File: src/rtl/ps2_pkg.sv
// ps2_pkg: shared types and frame constants for the PS/2 host path.
// Used by the transmitter, its handshake interface and the bench.
package ps2_pkg;

  typedef enum logic [3:0] {
    IDLE,
    INHIBIT,
    RTS,
    SHIFT,
    PARITY,
    STOP,
    ACK,
    WAIT_IDLE,
    FAIL
  } state_t;

  localparam int DATA_BITS = 8;
  localparam int MAX_RETRY = 2;

  // Odd parity bit: set when the byte holds an even number of ones.
  function automatic logic odd_parity(
    input logic [DATA_BITS-1:0] d
  );
    return ~^d;
  endfunction

endpackage

File: src/rtl/ps2_host_tx_if.sv
// ps2_host_tx_if: command handshake between host logic and transmitter.
// master = command issuer, slave = ps2_host_tx.
interface ps2_host_tx_if;
  import ps2_pkg::*;

  logic [DATA_BITS-1:0] tx_data;
  logic                 tx_start;
  logic                 tx_busy;
  logic                 tx_done;
  logic                 tx_err;

  modport master (
    output tx_data,
    output tx_start,
    input  tx_busy,
    input  tx_done,
    input  tx_err
  );

  modport slave (
    input  tx_data,
    input  tx_start,
    output tx_busy,
    output tx_done,
    output tx_err
  );

endinterface

File: src/rtl/ps2_sync_edge.sv
// ps2_sync_edge: 2-flop synchronizer for PS2_CLK/PS2_DATA and a
// falling-edge strobe on the synced clock; shared with the receive path.
module ps2_sync_edge (
  input  logic clk,
  input  logic rst_n,
  input  logic clk_pin,
  input  logic data_pin,
  output logic clk_s,
  output logic data_s,
  output logic fe
);

  logic [1:0] clk_ff;
  logic [1:0] data_ff;
  logic       clk_prev;

  // Lines idle released (high), so reset to 1 to avoid a false edge.
  always_ff @(posedge clk) begin
    if (!rst_n) begin
      clk_ff   <= 2'b11;
      data_ff  <= 2'b11;
      clk_prev <= 1'b1;
    end else begin
      clk_ff   <= {clk_ff[0], clk_pin};
      data_ff  <= {data_ff[0], data_pin};
      clk_prev <= clk_ff[1];
    end
  end

  assign clk_s  = clk_ff[1];
  assign data_s = data_ff[1];
  assign fe     = clk_prev & ~clk_ff[1];

endmodule

File: src/rtl/ps2_host_tx.sv
// ps2_host_tx: host-to-device PS/2 command transmitter.
// Define PS2_TX_RETRY_EN to retry a failed frame up to MAX_RETRY times.
module ps2_host_tx #(
  parameter int INHIBIT_CYCLES = 10000,
  parameter int TIMEOUT_CYCLES = 2000000
) (
  input  logic         clk,
  input  logic         rst_n,
  ps2_host_tx_if.slave tx,
  input  logic         ps2_clk_in,
  input  logic         ps2_data_in,
  output logic         ps2_clk_oe,
  output logic         ps2_data_oe
);
  import ps2_pkg::*;

  localparam int IW = $clog2(INHIBIT_CYCLES + 1);
  localparam int TW = $clog2(TIMEOUT_CYCLES + 1);
  localparam int XW = $clog2(DATA_BITS);

  localparam logic [IW-1:0] INH_LAST =
    IW'(INHIBIT_CYCLES - 1);
  localparam logic [TW-1:0] TO_LAST =
    TW'(TIMEOUT_CYCLES - 1);
  localparam logic [XW-1:0] IDX_LAST =
    XW'(DATA_BITS - 1);

  state_t               state;
  state_t               state_nx;
  logic [DATA_BITS-1:0] dat_q;
  logic [DATA_BITS-1:0] dat_nx;
  logic [XW-1:0]        idx;
  logic [XW-1:0]        idx_nx;
  logic [IW-1:0]        inh_cnt;
  logic [IW-1:0]        inh_nx;
  logic [TW-1:0]        to_cnt;
  logic [TW-1:0]        to_nx;
  logic                 oe_q;
  logic                 oe_nx;
  logic                 done_q;
  logic                 done_nx;
  logic                 err_q;
  logic                 err_nx;

  logic clk_s;
  logic data_s;
  logic fe;
  logic active;
  logic timed_out;
  logic fail_hit;

`ifdef PS2_TX_RETRY_EN
  logic [1:0] retry_cnt;
  logic [1:0] retry_nx;
`endif

  ps2_sync_edge u_sync (
    .clk      (clk),
    .rst_n    (rst_n),
    .clk_pin  (ps2_clk_in),
    .data_pin (ps2_data_in),
    .clk_s    (clk_s),
    .data_s   (data_s),
    .fe       (fe)
  );

  // States where the device owns the clock and may stall us.
  assign active = state inside
    {RTS, SHIFT, PARITY, STOP, ACK, WAIT_IDLE};

  assign timed_out = active && !fe && (to_cnt == TO_LAST);

  // Next-state, frame sequencing and failure/retry decision.
  always_comb begin
    state_nx = state;
    dat_nx   = dat_q;
    idx_nx   = idx;
    inh_nx   = inh_cnt;
    to_nx    = to_cnt;
    oe_nx    = oe_q;
    done_nx  = 1'b0;
    err_nx   = 1'b0;
    fail_hit = 1'b0;
`ifdef PS2_TX_RETRY_EN
    retry_nx = retry_cnt;
`endif

    if (active) begin
      to_nx = fe ? '0 : to_cnt + 1'b1;
    end

    unique case (state)
      IDLE: begin
        if (tx.tx_start) begin
          state_nx = INHIBIT;
          dat_nx   = tx.tx_data;
          inh_nx   = '0;
`ifdef PS2_TX_RETRY_EN
          retry_nx = '0;
`endif
        end
      end
      INHIBIT: begin
        if (inh_cnt == INH_LAST) begin
          state_nx = RTS;
          oe_nx    = 1'b1;
          to_nx    = '0;
        end else begin
          inh_nx = inh_cnt + 1'b1;
        end
      end
      RTS: begin
        state_nx = SHIFT;
        idx_nx   = '0;
      end
      SHIFT: begin
        if (fe) begin
          oe_nx = ~dat_q[idx];
          if (idx == IDX_LAST) begin
            state_nx = PARITY;
          end else begin
            idx_nx = idx + 1'b1;
          end
        end
      end
      PARITY: begin
        if (fe) begin
          oe_nx    = ~odd_parity(dat_q);
          state_nx = STOP;
        end
      end
      STOP: begin
        if (fe) begin
          oe_nx    = 1'b0;
          state_nx = ACK;
        end
      end
      ACK: begin
        if (fe) begin
          if (data_s) begin
            fail_hit = 1'b1;
          end else begin
            state_nx = WAIT_IDLE;
          end
        end
      end
      WAIT_IDLE: begin
        if (clk_s && data_s) begin
          state_nx = IDLE;
          done_nx  = 1'b1;
        end
      end
      FAIL: begin
        state_nx = IDLE;
        err_nx   = 1'b1;
      end
      default: begin
        state_nx = IDLE;
        oe_nx    = 1'b0;
      end
    endcase

    // A finished handshake wins over a same-cycle timeout.
    if (timed_out && !done_nx) begin
      fail_hit = 1'b1;
    end

    if (fail_hit) begin
      oe_nx = 1'b0;
`ifdef PS2_TX_RETRY_EN
      if (retry_cnt < 2'(MAX_RETRY)) begin
        state_nx = INHIBIT;
        inh_nx   = '0;
        retry_nx = retry_cnt + 2'd1;
      end else begin
        state_nx = FAIL;
      end
`else
      state_nx = FAIL;
`endif
    end
  end

  // State and datapath registers.
  always_ff @(posedge clk) begin
    if (!rst_n) begin
      state   <= IDLE;
      dat_q   <= '0;
      idx     <= '0;
      inh_cnt <= '0;
      to_cnt  <= '0;
      oe_q    <= 1'b0;
      done_q  <= 1'b0;
      err_q   <= 1'b0;
    end else begin
      state   <= state_nx;
      dat_q   <= dat_nx;
      idx     <= idx_nx;
      inh_cnt <= inh_nx;
      to_cnt  <= to_nx;
      oe_q    <= oe_nx;
      done_q  <= done_nx;
      err_q   <= err_nx;
    end
  end

`ifdef PS2_TX_RETRY_EN
  // Attempt counter for the current command.
  always_ff @(posedge clk) begin
    if (!rst_n) begin
      retry_cnt <= '0;
    end else begin
      retry_cnt <= retry_nx;
    end
  end
`endif

  assign ps2_clk_oe  = (state == INHIBIT);
  assign ps2_data_oe = oe_q;
  assign tx.tx_busy  = (state != IDLE);
  assign tx.tx_done  = done_q;
  assign tx.tx_err   = err_q;

endmodule

File: src/flat_wrapper.sv
// flat-port wrapper written by rule: the top's interface ports become plain ports
module ps2_host_tx_flat import ps2_pkg::*;
#(
  parameter int INHIBIT_CYCLES = 10000,
  parameter int TIMEOUT_CYCLES = 2000000
)
  (clk, rst_n, ps2_clk_in, ps2_data_in, ps2_clk_oe, ps2_data_oe, tx_tx_data, tx_tx_start, tx_tx_busy, tx_tx_done, tx_tx_err);
  ps2_host_tx_if tx_i ();
  input  logic clk;
  input  logic rst_n;
  input  logic ps2_clk_in;
  input  logic ps2_data_in;
  output logic ps2_clk_oe;
  output logic ps2_data_oe;
  input wire logic [$bits(tx_i.tx_data)-1:0] tx_tx_data;
  input wire logic [$bits(tx_i.tx_start)-1:0] tx_tx_start;
  output wire logic [$bits(tx_i.tx_busy)-1:0] tx_tx_busy;
  output wire logic [$bits(tx_i.tx_done)-1:0] tx_tx_done;
  output wire logic [$bits(tx_i.tx_err)-1:0] tx_tx_err;
  assign tx_i.tx_data = tx_tx_data;
  assign tx_i.tx_start = tx_tx_start;
  assign tx_tx_busy = tx_i.tx_busy;
  assign tx_tx_done = tx_i.tx_done;
  assign tx_tx_err = tx_i.tx_err;
  ps2_host_tx #(.INHIBIT_CYCLES(INHIBIT_CYCLES), .TIMEOUT_CYCLES(TIMEOUT_CYCLES)) u_core (.clk(clk), .rst_n(rst_n), .tx(tx_i), .ps2_clk_in(ps2_clk_in), .ps2_data_in(ps2_data_in), .ps2_clk_oe(ps2_clk_oe), .ps2_data_oe(ps2_data_oe));
endmodule
File: config.mk
export PLATFORM = sky130hd
export DESIGN_NAME = ps2_host_tx_flat
export DESIGN_NICKNAME = d
export VERILOG_FILES = /design/src/rtl/ps2_pkg.sv /design/src/rtl/ps2_host_tx_if.sv /design/src/rtl/ps2_sync_edge.sv /design/src/rtl/ps2_host_tx.sv /design/src/flat_wrapper.sv
export SDC_FILE = /design/constraint.sdc
export NUM_CORES = 1
export LEC_CHECK = 0
export CORE_MARGIN = 8
export CORE_UTILIZATION = 50
export CTS_CLUSTER_SIZE = 40
export DETAILED_ROUTE_END_ITERATION = 10
export GPL_ROUTABILITY_DRIVEN = 0
export PLACE_DENSITY = 0.65
export SYNTH_ARGS = -nofsm -noshare
export SYNTH_HDL_FRONTEND = slang
export SYNTH_SLANG_ARGS = --single-unit
File: constraint.sdc
create_clock -name clk -period 2.6 [get_ports clk]
set_clock_uncertainty 0.15 [all_clocks]
set_input_delay 0.52 -clock clk [delete_from_list [all_inputs] [get_ports clk]]
set_output_delay 0.52 -clock clk [all_outputs]
set_load 0.02 [all_outputs]
### Word level (Yosys, flattened, before mapping)

Cells that the tools add are included.

| cells by class | value |
|---|---|
| $add $sub $neg | 3 |
| bitwise gates (word level) | 6 |
| equality and inequality tests | 31 |
| $lt $le $gt $ge | 1 |
| mux-type cells | 35 |
| reduce and logical (&&, ||, !) cells | 20 |

Operators with widths:

| operator | number |
|---|---|
| $mux W21 | 4 |
| $mux W4 | 10 |
| $pmux W4 S8 | 1 |
| $mux W14 | 2 |
| $pmux W14 S2 | 1 |
| $add A21 B1 Y21 const B | 1 |
| $eq A21 B21 Y1 const B | 1 |
| $reduce_and A9 Y1 | 2 |
| $eq A4 B3 Y1 const B | 4 |
| $ne A3 B1 Y1 const B | 5 |
| $add A14 B1 Y14 const B | 1 |
| $eq A14 B14 Y1 const B | 1 |
| $mux W1 | 12 |
| $ne A2 B2 Y1 const B | 6 |
| $ne A3 B2 Y1 const B | 4 |
| $ne A2 B1 Y1 const B | 5 |
| $eq A4 B2 Y1 const B | 2 |
| $reduce_xnor A8 Y1 | 1 |
| $mux W3 | 2 |
| $pmux W3 S2 | 1 |
| $reduce_and A3 Y1 | 2 |
| $reduce_bool A6 Y1 | 1 |
| $not A1 Y1 | 5 |
| $pmux W1 S5 | 1 |
| 16 further kinds | 21 |

| word-level totals | value |
|---|---|
| logic and storage cells | 108 |
| flip-flop bits (word level) | 58 |
| output and inout port bits | 5 |

### Longest topological paths before layout

| depth | value |
|---|---|
| word-level depth | 9 |
| depth in mapped cells | 8 |

### Modules after synthesis

From an unflattened synthesis, not the netlist that was laid out.

| unflattened totals | value |
|---|---|
| cells, all modules | 362 |
| area total of the unflattened synthesis | 2969.1 um2 |

By module, submodules not included:

| module | instances | area an instance (um2) | cells an instance | sequential area each (um2) |
|---|---|---|---|---|
| ps2_host_tx | 1 | 2831.5 | 351 | 1061.0 |
| ps2_sync_edge | 1 | 137.6 | 11 | 100.1 |

### Worst setup path after synthesis

Ideal clock, no wire load.

| timing path | value |
|---|---|
| path type | reg2reg |
| from | reg u_core.state[3] |
| to | reg u_core.inh_cnt[13] |
| setup slack | 0.547 ns |
| stages on the path, launching flop included | 8 |
| clock period less this slack | 2.053 ns |
| required time | 2.379 ns |
| data arrival time | 1.832 ns |
| library setup time | 0.071 ns |
| buffers on the path | 2 |
| cells stage by stage | dfxtp_1 -> buf_6 -> or4b_1 -> buf_6 -> inv_4 -> a21oi_2 -> or4_1 -> a21oi_1 |

| on the way | value |
|---|---|
| word-level cells in the longest chain between the ends | 3 |

RTL lines:

| what | line | source |
|---|---|---|
| start: declaration | ps2_host_tx.sv:28 | `state_t state;` |
| start signal: assignment | ps2_host_tx.sv:196 | `state <= state_nx;` |
| $eq A4 B1 Y1 * | -- |  |
| named net ps2_clk_oe | flat_wrapper.sv:13 | `output logic ps2_clk_oe;` |
| $ne A2 B2 Y1 (no line) or $reduce_bool A2 Y1 (tied branches) | -- |  |
| $reduce_and A3 Y1 (no line) | -- |  |
| end signal: assignment | ps2_host_tx.sv:199 | `inh_cnt <= inh_nx;` |
| end: declaration | ps2_host_tx.sv:34 | `logic [IW-1:0] inh_cnt;` |

Mark *: on every way through the listed nets, which the timed path passes. The rest lies on a longest branch.
A chain may end at the register's enable or synchronous reset.

### Worst setup path in the final report

| timing path | value |
|---|---|
| from | reg u_core.state[1] |
| to | out tx_tx_busy |

| on the way | value |
|---|---|
| word-level cells in the longest chain between the ends | 1 |

RTL lines:

| what | line | source |
|---|---|---|
| $reduce_bool A4 Y1 | ps2_host_tx.sv:220 | `assign tx.tx_busy = (state != IDLE);` |
| end: declaration | flat_wrapper.sv:17 | `output wire logic [$bits(tx_i.tx_busy)-1:0] tx_tx_busy;` |

No other way between the ends.

==> impl_metrics.tcl <==
set metrics [dict create \
    min_path_type "register to register" \
    grt_overflow 0 \
    grt_max_degree 21 \
    finalSetupTns_ns 0 \
    drv_slew 0 \
    synthDominantCellAreaShare_pct 37.49 \
    power_density_nw_per_um2 743.0 \
    final_nets 403 \
    hpwl_mm 4.760 \
    critPathLaunchType "register" \
    vias 2705 \
    ys_types 57 \
    clk_latency_ns 0.34 \
    fillers 566 \
    synth_nets 387 \
    post-route-period-util_pct 93.05 \
    drt-total-wl_mm 6.738 \
    clock_sinks 58 \
    crit_buf_inv 2 \
    grt_pass1_vias 2592 \
    design_area_um2 3515 \
    drtAntennaViolNets 0 \
    rows 28 \
    clk_root_buffer_cell "clkbuf_8" \
    syn_area_per_cell_um2 8.370 \
    cp-end-kind "primary output" \
    via_per_inst 5.817 \
    pin_count 18 \
    htreeDepth 3 \
    core_um2 5956 \
    crit_chain "buf_4 -> or4_4 -> dlygate4sd2_1" \
    numCtsBuffers 9 \
    required_ns 1.93 \
    async_flop_share_pct 0 \
    worst_slew_pin_slew_ns 0.6497 \
    slew_headroom_pct 56.00 \
    ys_seq_area_share_pct 37.49 \
    hold_violations 0 \
    placedInstanceArea_um2 3332 \
    critPathMaxFanout 19 \
    ys_dominant_reg_cell "dfxtp_1" \
    drive_gt1_share_pct 10.26 \
    min_period_ns 2.419 \
    drt_iter0_drc 148 \
    drc 0 \
    outcome "finished, final reports clean" \
    crit_type "register to primary output" \
    clk_pin_slew_ns 0.06 \
    antenna_found_initial 0 \
    grt_use_total_pct 16.33 \
    cts_hold_buf 0 \
    drv_cap 0 \
    cts_tree "built" \
    syn2layout_area_growth_pct 13.49 \
    die_w_um 94.70 \
    synth_top_cells_by_area "dfxtp_1 (37%), xnor2_1 (4.2%), nor2_1 (4.0%)" \
    die_area_um2 8968 \
    fp.dieH_um 94.70 \
    wl_per_cell_um 14.49 \
    final_cell_count_no_fill 465 \
    portBuffers 17 \
    arrival_ns 1.75 \
    max_freq_mhz 413.4 \
    syn_inst 370 \
    dp.cells 450 \
    synth-seq-cells 58 \
    grt_pass1_wl_mm 11.73 \
    rsz0062_at_grt "false" \
    ys_warn_count 0 \
    setup_violations 0 \
    vdd_drop_max_mv 0.3531 \
    cp_slowest_cell "or4_4" \
    critical-path-top-delay-family "simple AND/OR/NAND/NOR gates" \
    slowest_delay_ns 0.56 \
    utilization_pct 59.01 \
    cts.path.max_buffers 2 \
    cts_resized 2 \
    diodes 0 \
    synth_top_area_cell "dfxtp_1" \
    leakage_uw 0.001221 \
    synth_edf_count 0 \
    initial_core_util_pct 52.00 \
    syn_area_um2 3097 \
    post_cts.repair.setup_buffers 0 \
    drt_pass1_iterations 4 \
]
cells in the final DEF, fill, tap and decap left out, types with 3 or more instances in the layout:
cell             instances
xor2_1                   9
and4_1                   4
dfxtp_1                 58
buf_4                   12
a21oi_1                 23
inv_1                    7
nand4_1                 10
nor2b_1                  6
nor4b_1                  3
nand2b_1                 7
clkdlybuf4s50_1         15
or4_1                    6
nand3_1                 20
o21ai_0                 17
ha_1                     4
clkbuf_8                10
and3_1                  10
and2_1                   6
xnor2_1                 15
nand2_1                 30
nor2_1                  33
mux2i_1                  5
o31ai_1                  5
a31oi_1                  3
or3_1                    4
a21boi_0                 9
nor3_1                  13
cells in the mapped netlist, types with 7 or more instances:
cell type   n
a21boi_0    9
a21oi_1    23
and3_1     10
clkbuf_1   16
dfxtp_1    58
inv_1       7
nand2_1    30
nand2b_1    7
nand3_1    20
nand4_1    10
nor2_1     33
nor3_1     13
o21ai_0    17
xnor2_1    15
xor2_1      9
metrics by stage:
stage | worst slack (ns) | total power, µW | hold WS, ns
finish | 0.1808 | 2612 | 0.2597
global route | 0.1313 | 2757 | 0.2812
CTS | 0.1612 | 2628 | 0.2621
detailed placement | 0.2799 | 1835 | 0.2474
global placement | 0.3325 | 1820 | 0.2385
floorplan | 0.5471 | 1622 | 0.2363
path summary, 6_finish.rpt:
check / start / to / slack (ns) / cells past startpoint
hold reg to reg: u_core.u_sync.data_ff[0] / u_core.u_sync.data_ff[1] / 0.26 / 1
hold / removal: u_core.u_sync.data_ff[0] / u_core.u_sync.data_ff[1] / 0.26 / 1
setup reg to reg: u_core.state[1] / u_core.inh_cnt[11] / 0.36 / 6
setup / recovery: u_core.state[1] / tx_tx_busy / 0.18 / 3
worst register-to-register path: cells and delay by family, from the launching register on:
family                 cells  cell delay [ns]
DFF                        1             0.31
buffers and inverters      1             0.19
AOI/OAI and AO/OA          2             0.29
and+or+nand+nor            3             1.20
where the power goes:
part           switching [µW]  internal (µW)
sequential               48.3            949
clock                     344            461
combinational             481            329
total                     873           1740
layer usage:
layer / routed length (µm) / GRT usage [%] / up-vias / share of wire, %
li1: - / - / 1363 / -
met1: 3181 / 20.65 / 1281 / 47
met2: 3141 / 25.61 / 52 / 47
met3: 308 / 4.286 / 9 / 4.6
met4: 106 / 7.152 / 0 / 1.6
met5: 0 / 0 / - / 0
state kept, by name, indices dropped and copies added, names as in the netlist, 2 cells and up:
| register | cells |
|---|---|
| u_core.inh_cnt | 14 |
| u_core.state | 4 |
| u_core.u_sync.data_ff | 2 |
| u_core.to_cnt | 21 |
| u_core.idx | 3 |
| u_core.u_sync.clk_ff | 2 |
| u_core.dat_q | 8 |
cells by family (layout without fill, tap and decap cells):
group	after synthesis	count (layout)	synth area share [%]
compound gates	79	79	16.81
xor+xnor	24	24	6.788
fa+ha+maj	4	4	1.616
buf+inv	32	52	4.889
flops	58	58	37.49
mux	7	7	3.071
simple gates	166	166	29.33
layout make-up:
class                           count  area [µm²]  area share, %
Clock buffer                       12       145.1          4.130
Clock inverter                      3       40.04          1.139
Inverter                            8       32.53         0.9256
Multi-Input combinational cell    280        1784          50.77
Sequential cell                    58        1161          33.04
Tap cell                           75       93.84          2.670
Timing Repair Buffer               29       257.7          7.334
Power figures use the tool's default switching activity.
